**src/rtl/alu_pkg.sv**
```systemverilog
`default_nettype none
// ============================================================================
//  Module      : alu_pkg
//  Description : Shared op codes, flag bit positions and op-class helper
//                for the pipelined ALU.
//  Revision    : 1.0 - initial release
// ============================================================================
package alu_pkg;

    typedef enum logic [2:0] {
        OP_AND  = 3'b000,
        OP_OR   = 3'b001,
        OP_ADD  = 3'b010,
        OP_SUB  = 3'b011,
        OP_ADDC = 3'b100,
        OP_SLT  = 3'b101,
        OP_NOR  = 3'b110,
        OP_XOR  = 3'b111
    } op_e;

    // Bit positions inside the 4-bit {ovf, carry, neg, zero} flag vector.
    localparam int C_FLAG_ZERO  = 0;
    localparam int C_FLAG_NEG   = 1;
    localparam int C_FLAG_CARRY = 2;
    localparam int C_FLAG_OVF   = 3;
    localparam int C_FLAG_W     = 4;

    function automatic logic is_arith(input op_e op);
        return (op == OP_ADD) || (op == OP_SUB) || (op == OP_ADDC);
    endfunction

endpackage

`default_nettype wire

```
**src/rtl/alu_core.sv**
```systemverilog
`default_nettype none
// ============================================================================
//  Module      : alu_core
//  Description : Combinational ALU datapath: op decode, shared adder,
//                logic unit and flag generation.
//  Revision    : 1.0 - initial release
// ============================================================================
module alu_core
    import alu_pkg::*;
#(
    parameter int WIDTH = 32
) (
    input  logic [2:0]          i_op,
    input  logic [WIDTH-1:0]    i_a,
    input  logic [WIDTH-1:0]    i_b,
    input  logic                i_carry,
    output logic [WIDTH-1:0]    o_result,
    output logic [C_FLAG_W-1:0] o_flags,
    output logic                o_carry,
    output logic                o_carry_upd
);

    op_e              w_op;
    logic [WIDTH-1:0] w_b_eff;
    logic             w_cin;
    logic [WIDTH:0]   w_sum;
    logic             w_slt;
    logic [WIDTH-1:0] w_res;
    logic             w_carry;
    logic             w_ovf;

    assign w_op = op_e'(i_op);

    // ADD, SUB and ADDC all share one adder; SUB is a + ~b + 1.
    always_comb begin
        w_b_eff = i_b;
        w_cin   = 1'b0;
        case (w_op)
            OP_SUB: begin
                w_b_eff = ~i_b;
                w_cin   = 1'b1;
            end
            OP_ADDC: w_cin = i_carry;
            default: w_cin = 1'b0;
        endcase
    end

    assign w_sum = {1'b0, i_a} + {1'b0, w_b_eff} + {{WIDTH{1'b0}}, w_cin};

    // Direct signed compare avoids the overflow pitfall of sign-of-difference.
    assign w_slt = ($signed(i_a) < $signed(i_b));

    always_comb begin
        w_res   = '0;
        w_carry = 1'b0;
        w_ovf   = 1'b0;
        case (w_op)
            OP_AND: w_res = i_a & i_b;
            OP_OR:  w_res = i_a | i_b;
            OP_NOR: w_res = ~(i_a | i_b);
            OP_XOR: w_res = i_a ^ i_b;
            OP_SLT: w_res = {{(WIDTH-1){1'b0}}, w_slt};
            OP_ADD, OP_SUB, OP_ADDC: begin
                w_res   = w_sum[WIDTH-1:0];
                w_carry = w_sum[WIDTH];
                w_ovf   = (i_a[WIDTH-1] == w_b_eff[WIDTH-1]) &&
                          (w_sum[WIDTH-1] != i_a[WIDTH-1]);
            end
            default: w_res = '0;
        endcase
    end

    always_comb begin
        o_flags               = '0;
        o_flags[C_FLAG_ZERO]  = (w_res == '0);
        o_flags[C_FLAG_NEG]   = w_res[WIDTH-1];
        o_flags[C_FLAG_CARRY] = w_carry;
        o_flags[C_FLAG_OVF]   = w_ovf;
    end

    assign o_result    = w_res;
    assign o_carry     = w_carry;
    assign o_carry_upd = is_arith(w_op);

endmodule

`default_nettype wire

```
**src/rtl/alu_pipe.sv**
```systemverilog
`default_nettype none
// ============================================================================
//  Module      : alu_pipe
//  Description : Two-stage valid/ready pipelined ALU (S1 operands, S2 result)
//                with a carry register feeding ADDC.
//  Revision    : 1.0 - initial release
// ============================================================================
module alu_pipe
    import alu_pkg::*;
#(
    parameter int WIDTH = 32
) (
    input  logic             clk,
    input  logic             reset,
    input  logic             in_valid,
    output logic             in_ready,
    input  logic [2:0]       op,
    input  logic [WIDTH-1:0] a,
    input  logic [WIDTH-1:0] b,
    output logic             out_valid,
    input  logic             out_ready,
    output logic [WIDTH-1:0] result,
    output logic [3:0]       flags
);

    generate
        if (WIDTH < 4 || WIDTH > 64) begin : g_bad_width
            $error("alu_pipe: WIDTH must be within 4..64");
        end
    endgenerate

    logic                r_s1_valid;
    logic [2:0]          r_s1_op;
    logic [WIDTH-1:0]    r_s1_a;
    logic [WIDTH-1:0]    r_s1_b;

    logic                r_s2_valid;
    logic [WIDTH-1:0]    r_result;
    logic [C_FLAG_W-1:0] r_flags;
    logic                r_carry_q;

    logic                w_s2_load;
    logic                w_s1_adv;
    logic                w_in_ready;
    logic                w_accept;
    logic [WIDTH-1:0]    w_result;
    logic [C_FLAG_W-1:0] w_flags;
    logic                w_carry;
    logic                w_carry_upd;

    assign w_s2_load  = !r_s2_valid || out_ready;
    assign w_s1_adv   = r_s1_valid && w_s2_load;
    // Gated by reset so nothing is accepted while the pipe is being flushed.
    assign w_in_ready = !reset && (!r_s1_valid || w_s1_adv);
    assign w_accept   = in_valid && w_in_ready;

    always_ff @(posedge clk or posedge reset) begin
        if (reset) begin
            r_s1_valid <= 1'b0;
            r_s1_op    <= '0;
            r_s1_a     <= '0;
            r_s1_b     <= '0;
        end else if (w_accept) begin
            r_s1_valid <= 1'b1;
            r_s1_op    <= op;
            r_s1_a     <= a;
            r_s1_b     <= b;
        end else if (w_s1_adv) begin
            r_s1_valid <= 1'b0;
        end
    end

    alu_core #(
        .WIDTH       (WIDTH)
    ) u_core (
        .i_op        (r_s1_op),
        .i_a         (r_s1_a),
        .i_b         (r_s1_b),
        .i_carry     (r_carry_q),
        .o_result    (w_result),
        .o_flags     (w_flags),
        .o_carry     (w_carry),
        .o_carry_upd (w_carry_upd)
    );

    // carry_q moves with the op into S2, so a following ADDC in S1 sees it.
    always_ff @(posedge clk or posedge reset) begin
        if (reset) begin
            r_s2_valid <= 1'b0;
            r_result   <= '0;
            r_flags    <= '0;
            r_carry_q  <= 1'b0;
        end else if (w_s2_load) begin
            r_s2_valid <= r_s1_valid;
            if (r_s1_valid) begin
                r_result <= w_result;
                r_flags  <= w_flags;
                if (w_carry_upd) begin
                    r_carry_q <= w_carry;
                end
            end
        end
    end

    assign in_ready  = w_in_ready;
    assign out_valid = r_s2_valid;
    assign result    = r_result;
    assign flags     = r_flags;

endmodule

`default_nettype wire

```
**config.mk**
```make
export PLATFORM = sky130hd
export DESIGN_NAME = alu_pipe
export DESIGN_NICKNAME = d
export VERILOG_FILES = /design/src/rtl/alu_pkg.sv /design/src/rtl/alu_core.sv /design/src/rtl/alu_pipe.sv
export SDC_FILE = /design/constraint.sdc
export NUM_CORES = 1
export LEC_CHECK = 0
export BUFFER_PORTS_ARGS = -buffer_cell sky130_fd_sc_hd__buf_2
export CAP_MARGIN = 0
export CORE_AREA = 2 2 149 151
export CTS_CLUSTER_SIZE = 8
export DETAILED_ROUTE_END_ITERATION = 6
export DIE_AREA = 0 0 151 153
export SYNTH_ARGS = -nofsm -noshare
export SYNTH_HDL_FRONTEND = slang
export SYNTH_HIERARCHICAL = 1
export SYNTH_SLANG_ARGS = --single-unit
```
**constraint.sdc**
```tcl
create_clock -name clk -period 11.6 [get_ports clk]
set_input_delay 2.32 -clock clk [delete_from_list [all_inputs] [get_ports clk]]
set_output_delay 2.32 -clock clk [all_outputs]
set_load 0.02 [all_outputs]
```
==> reports/metrics.yaml, run 1 <==
detailed_routing:
  vias_per_cell: 5.60
  wl_per_cell_um: 17.7
  wl_met1_mm: 12.6
  met3_length_mm: 1.14
  wl_met2_mm: 10.6
  highest_layer: "met4"
  drc_errors: 0
  drt_iter0_markers: 460
  vias: 7809
  ant_nets: 0
  routed_wl_mm: 24.7
  dr.pass1.iters: 6
place:
  gp_congestion: 0.880
  hpwl_mm: 18.2
  placed_cells: 1379
  io_buffers: 108
global_route:
  grt_usage_pct: 21.8
  grt_first_pass_wirelength_mm: 40.0
  overflow: 0
  antenna_found_initial: 0
  grt_max_degree: 68
  grt_pass1_vias: 7418
cts:
  clk_latency_ns: 0.36
  cts_tree: "yes"
  path_clk_slew_ns: 0.07
  postCtsResizedCells: 0
  cts_sinks: 106
  cts_hold_buffers: 0
  cts_setup_buffers: 0
  h-tree-depth: 3
  clk_path_buf_depth: 2
  cts_made_buffers: 9
  cts_root_buf: "clkbuf_16"
floorplanning:
  start_util_pct: 45.3
  die_w_um: 151
  dieHeight_um: 153
  core_area_mm2: 0.0215
  row_count: 54
  pin_count: 109
  dieArea_mm2: 0.0231
worst_setup_path:
  critPathMaxStageDelay_ns: 0.31
  start_kind: "input port"
  crit_type: "in -> out"
  slowest_stage: "and3b_4"
  crit_chain: "buf_2, and3b_4, nor2_1, buf_2"
  critPathMostFrequentCell: "buf_2"
  cp-end-kind: "output pin"
  cp.required_ns: 9.28
  critPathMaxFanout: 3
  critical_path_arrival_ns: 2.91
timing:
  fmax_mhz: 191
  rsz0062_at_grt: "false"
  setup_violations: 0
  period_minus_slack_ns: 5.23
  hold_violations: 0
  worst_slew_pin_slew_ns: 1.07
  slew-limit-headroom_pct: 28.8
  fin_worst_skew_ns: 0.0101
  finalCritPeriodShare_pct: 45.1
  tns_ns: 0
  drv_slew: 0
hold_path:
  hp-class: "reg -> reg"
synthesis:
  syn_avg_cell_area_um2: 9.41
  yosysWarningCount: 6
  yosysMostFrequentCell: "ha_1"
  synth-edff-count: 0
  synth_flop_cell: "dfrtp_1"
  synth_top_area_share_pct: 27.2
  ys_types: 78
  syn-cell-area_mm2: 0.00974
  synth_common_cells: "ha_1 (127), dfrtp_1 (106), inv_1 (100)"
  synth_top_area_cell: "dfrtp_1"
  ys_ff_latch: 106
  async_reset_ff_share_pct: 100
  yosysSeqAreaShare_pct: 27.2
  syn_inst: 1035
  synth.net_count: 1235
  synth.area.top_cells: "dfrtp_1 (27%), ha_1 (16%), mux2_2 (9.9%), mux2_4 (4.6%), inv_1 (3.9%)"
finish:
  final_cells: 1395
  final_layout_size_suffix_gt1_share_pct: 24.0
  final_util_pct: 49.6
  antenna_cells: 0
  nets: 1310
  area_growth_pct: 9.49
outcome:
  status: "finished, final reports clean"
power:
  power_per_cell_area_mw_per_mm2: 196
  power.total_mw: 2.09
  leakagePower_nw: 5.21
  ir_drop_mv: 0.0843
run:
  drv_cap: 0
[kinds of logic after synthesis]
kind of cell,after synthesis,synth area share (%)
AO/OA/AOI/OAI,222,14.8
multiplexers,153,18.4
XOR/XNOR,40,3.60
adder cells (fa/ha/maj),129,16.7
buffers and inverters,153,7.14
AND/OR/NAND/NOR,232,12.1
flip-flops,106,27.2
[path summary, 6_finish.rpt]
check | from | end | slack, ns | cells after the start
max | out_ready | in_ready | 6.37 | 4
min | result[11]$_DFFE_PP0P_ | result[11]$_DFFE_PP0P_ | 0.50 | 1
min reg2reg | result[11]$_DFFE_PP0P_ | result[11]$_DFFE_PP0P_ | 0.50 | 1
min in group asynchronous | reset | result[18]$_DFFE_PP0P_ | 2.04 | 2
max in group asynchronous | reset | r_s1_a[14]$_DFFE_PP0P_ | 8.34 | 3
max reg2reg | r_s1_op[0]$_DFFE_PP0P_ | flags[0]$_DFFE_PP0P_ | 6.68 | 17
[worst max-delay path, delay by kind of cell]
kind / cells / cell delay (ns)
simple gates: 2 / 0.35
buf+inv: 2 / 0.25
[routing by layer]
metal | vias to the layer above | global-route usage, %
li1 | 3838 | -
met1 | 3737 | 33.2
met2 | 210 | 32.6
met3 | 24 | 2.21
met4 | 0 | 5.74
met5 | - | 0
[sequential cells by signal (all words and copies together) (netlist names)]
| signal | count |
|---|---|
| r_carry_q | 1 |
| r_s1_op | 3 |
| flags | 4 |
| r_s1_a | 32 |
| out_valid | 1 |
| result | 32 |
| r_s1_valid | 1 |
| r_s1_b | 32 |
[power by group]
group	internal, mW	switching, mW	total, mW
sequential	0.467	0.104	0.572
combinational	0.507	0.710	1.22
clock	0.149	0.156	0.305
total	1.12	0.971	2.09
[layout make-up]
| cell class | instances | area, um2 |
|---|---|---|
| Multi-Input combinational cell | 776 | 6390 |
| Clock inverter | 7 | 58.8 |
| Tap cell | 280 | 350 |
| Timing Repair Buffer | 116 | 601 |
| Inverter | 101 | 382 |
| Fill cell | 2085 | 10800 |
| Clock buffer | 9 | 225 |
| Sequential cell | 106 | 2650 |
[stage by stage]
stage | worst slack [ns] | area [um2] | hold WS (ns)
6_report | 6.37 | 10700 | 0.502
5_1_grt | 6.34 | 10700 | 0.522
4_1_cts | 6.36 | 10700 | 0.506
3_5_place_dp | 6.36 | 10400 | 0.488
3_3_place_gp | 6.37 | 10400 | 0.484
2_1_floorplan | 6.48 | 9740 | 0.479
[layout by cell type, fill, tap and decap left out, types with 6 or more instances in the layout]
cell type	count
a21o_1	13
a21oi_1	69
a31oi_1	10
and3_1	10
buf_2	108
buf_4	8
clkbuf_16	9
dfrtp_1	105
ha_1	127
inv_1	99
mux2_2	86
mux2_4	30
mux2i_1	35
nand2_1	52
nand2b_1	10
nand3_1	16
nand4_1	10
nor2_1	63
nor2b_1	7
nor3_1	13
nor4_1	9
o2111ai_1	6
o211ai_1	10
o21ai_0	25
o21ai_1	12
o22ai_1	19
o31ai_1	7
or3_1	8
xnor2_1	37
(Power assumes the default switching activity.)
==> inputs of run 2 (changes only) <==
clock period = 5.1 ns   (was 11.6 ns; I/O delays follow)
==> run 2 against run 1 <==
- clock skew fell by 0.0027 ns
- sequential cell count is the same
- utilization up 0.29 points
- non-clock buffer count grew 4
- sequential share of layout area down 0.15 points
- register-to-register slack lost 6.1 ns
- total power increased by 130%
- critical path depth up 13
- highest routed layer unchanged
==> reports/metrics.yaml, run 2 (synthesis gave the netlist of run 1 again) <==
outcome:
  status: "finished, final reports clean"  # unchanged
power:
  swShare_pct: 45.9  # was 46.4%
  clockPowerShare_pct: 15.2  # was 14.6%
  power_per_cell_area_mw_per_mm2: 449  # was 196 mW/mm2
  ir_drop_mv: 0.195  # was 0.0843 mV
  power_switching_mw: 2.21  # was 0.971 mW
  seq_power_share_pct: 26.8  # was 27.3%
  internal-power_mw: 2.61  # was 1.12 mW
  leakagePower_nw: 5.24  # was 5.21 nW
  p_comb_share_pct: 58.0  # was 58.1%
worst_setup_path:
  cp-startpoint: "r_s1_op[1]$_DFFE_PP0P_"  # was out_ready
  critPathMostFrequentCell: "fa_1"  # was buf_2
  slowest_stage: "dfrtp_1"  # was and3b_4
  critical_path_arrival_ns: 4.80  # was 2.91 ns
  cp-end-kind: "flip-flop"  # was output pin
  crit_type: "reg -> reg"  # was in -> out
  path_buf_inv: 1  # was 2
  start_kind: "flip-flop"  # was input port
  critPathMaxFanout: 14  # was 3
  regToRegStartpoint: "r_s1_op[1]$_DFFE_PP0P_"  # was r_s1_op[0]$_DFFE_PP0P_
  critical_path.top_delay_family: "simple AND/OR/NAND/NOR gates"  # unchanged
  cp.required_ns: 5.40  # was 9.28 ns
  critPathMaxStageDelay_ns: 0.58  # was 0.31 ns
  crit_chain: "nor2b_1, nand2_2, xnor2_1, fa_1, inv_1, fa_1, and2b_1, o2111a_1, o31a_2, o21ai_1, mux2i_1, nand3_1, or4_1, nor4b_1, nand4_1, nor2_1, mux2_2"  # was buf_2, and3b_4, nor2_1, buf_2
finish:
  layout_common_cells: "ha_1 (127), buf_2 (108), dfrtp_1 (105)"  # unchanged
  final_layout_size_suffix_gt1_share_pct: 24.3  # was 24.0%
  antenna_cells: 0  # unchanged
  mostFrequentLayoutCell: "ha_1"  # unchanged
  final_util_pct: 49.9  # was 49.6%
  nets: 1314  # was 1,310
  area_growth_pct: 10.1  # was 9.49%
timing:
  drv_slew: 0  # unchanged
  tns_ns: 0  # unchanged
  finalCritPeriodShare_pct: 88.1
  setup_violations: 0  # unchanged
  rsz0062_at_grt: "false"  # unchanged
  slew-limit-headroom_pct: 34.1  # was 28.8%
  fmax_mhz: 223
  worst_slew_pin_slew_ns: 0.988  # was 1.07 ns
  period_minus_slack_ns: 4.49
  fin_worst_skew_ns: 0.00738  # was 0.0101 ns
  hold_violations: 0  # unchanged
detailed_routing:
  wl_per_cell_um: 17.7  # about the same
  dr.pass1.iters: 5  # was 6
  drt_iter0_markers: 483  # was 460
  ant_nets: 0  # unchanged
  drc_errors: 0  # unchanged
  vias_per_cell: 5.64  # was 5.60
  vias: 7887  # was 7,809
  routed_wl_mm: 24.8  # was 24.7 mm
cts:
  cts_made_buffers: 9  # unchanged
  cts_sinks: 106  # unchanged
  clk_path_buf_depth: 2  # unchanged
  cts_setup_buffers: 0  # unchanged
  cts_hold_buffers: 0  # unchanged
  clk_latency_ns: 0.36  # about the same
  cts_tree: "yes"  # unchanged
  postCtsResizedCells: 0  # unchanged
  cts_root_buf: "clkbuf_16"  # unchanged
  h-tree-depth: 3  # unchanged
  path_clk_slew_ns: 0.08  # was 0.07 ns
floorplanning:
  dieArea_mm2: 0.0231  # unchanged
  core_area_mm2: 0.0215  # unchanged
  start_util_pct: 45.3  # unchanged
  dieHeight_um: 153  # unchanged
  die_w_um: 151  # unchanged
  pin_count: 109  # unchanged
  row_count: 54  # unchanged
global_route:
  grt_pass1_vias: 7500  # was 7,418
  grt_max_degree: 73  # was 68
  grt_first_pass_wirelength_mm: 40.2  # was 40.0 mm
  overflow: 0  # unchanged
  grt_usage_pct: 21.9  # was 21.8%
  antenna_found_initial: 0  # unchanged
run:
  drv_cap: 0  # unchanged
hold_path:
  hp-class: "reg -> reg"  # unchanged
  min_from: "result[4]$_DFFE_PP0P_"  # was result[11]$_DFFE_PP0P_
place:
  gp_congestion: 0.901  # was 0.880
  io_buffers: 108  # unchanged
  hpwl_mm: 18.8  # was 18.2 mm
## run 2: cell count changes in the layout (fill, tap and decap cells not counted), sizes merged
cell and change:
clkinvlp +1, buf +4, bufinv +1, inv -2
## run 2: worst register-to-register path, delay by kind of cell, from the launching register on
family,cells,cell delay (ns)
simple gates,8,1.78
compound gates,3,0.83
fa+ha+maj,2,0.64
flops,1,0.58
mux,2,0.36
xor+xnor,1,0.16
buf+inv,1,0.09
## run 2: per-layer routing
metal | vias up | GRT usage (%) | part of all wire (%)
li1 | 3839 | - | -
met1 | 3773 | 32.7 | 50
met2 | 245 | 32.9 | 43
met3 | 30 | 3.19 | 5.9
met4 | 0 | 5.70 | 1.6
met5 | - | 0 | 0
## run 2: worst paths after layout
kind	end	slack, ns	depth (start not counted)
worst min-delay path	result[4]$_DFFE_PP0P_	0.50	1
worst max register to register	flags[0]$_DFFE_PP0P_	0.61	17
max in group asynchronous	r_s1_b[12]$_DFFE_PP0P_	3.24	3
min in group asynchronous	flags[3]$_DFFE_PP0P_	0.86	2
worst max-delay path	flags[0]$_DFFE_PP0P_	0.61	17
worst min register to register	result[4]$_DFFE_PP0P_	0.50	1
## run 2: final cells by class
class	instances	area, um2
multi-input cells	776	6390
flip-flops and latches	106	2650
clock buffers	9	225
fillers	2012	10800
inverters	101	382
repair buffers	120	643
well taps	280	350
clock inverters	7	78.8
## run 2: through the flow
stage	total power, mW	hold slack, ns	std cells	setup WS (ns)	cell area [um2]
floorplan	3.34	0.479	1035	0.0381	9740
global placement	4.04	0.483	1383	0.720	10400
detailed placement	4.06	0.489	1383	0.640	10400
CTS	4.82	0.506	1399	0.623	10700
global route	5.20	0.522	1399	0.278	10700
finish	4.82	0.504	1399	0.608	10700
## run 2: power by group through the flow
stage               clock network, mW  registers (mW)  logic (mW)
global placement                    0            1.30        2.74
floorplan                           0            1.40        1.94
finish                          0.732            1.29        2.79
CTS                             0.756            1.29        2.77
global route                    0.789            1.33        3.08
detailed placement                  0            1.31        2.75
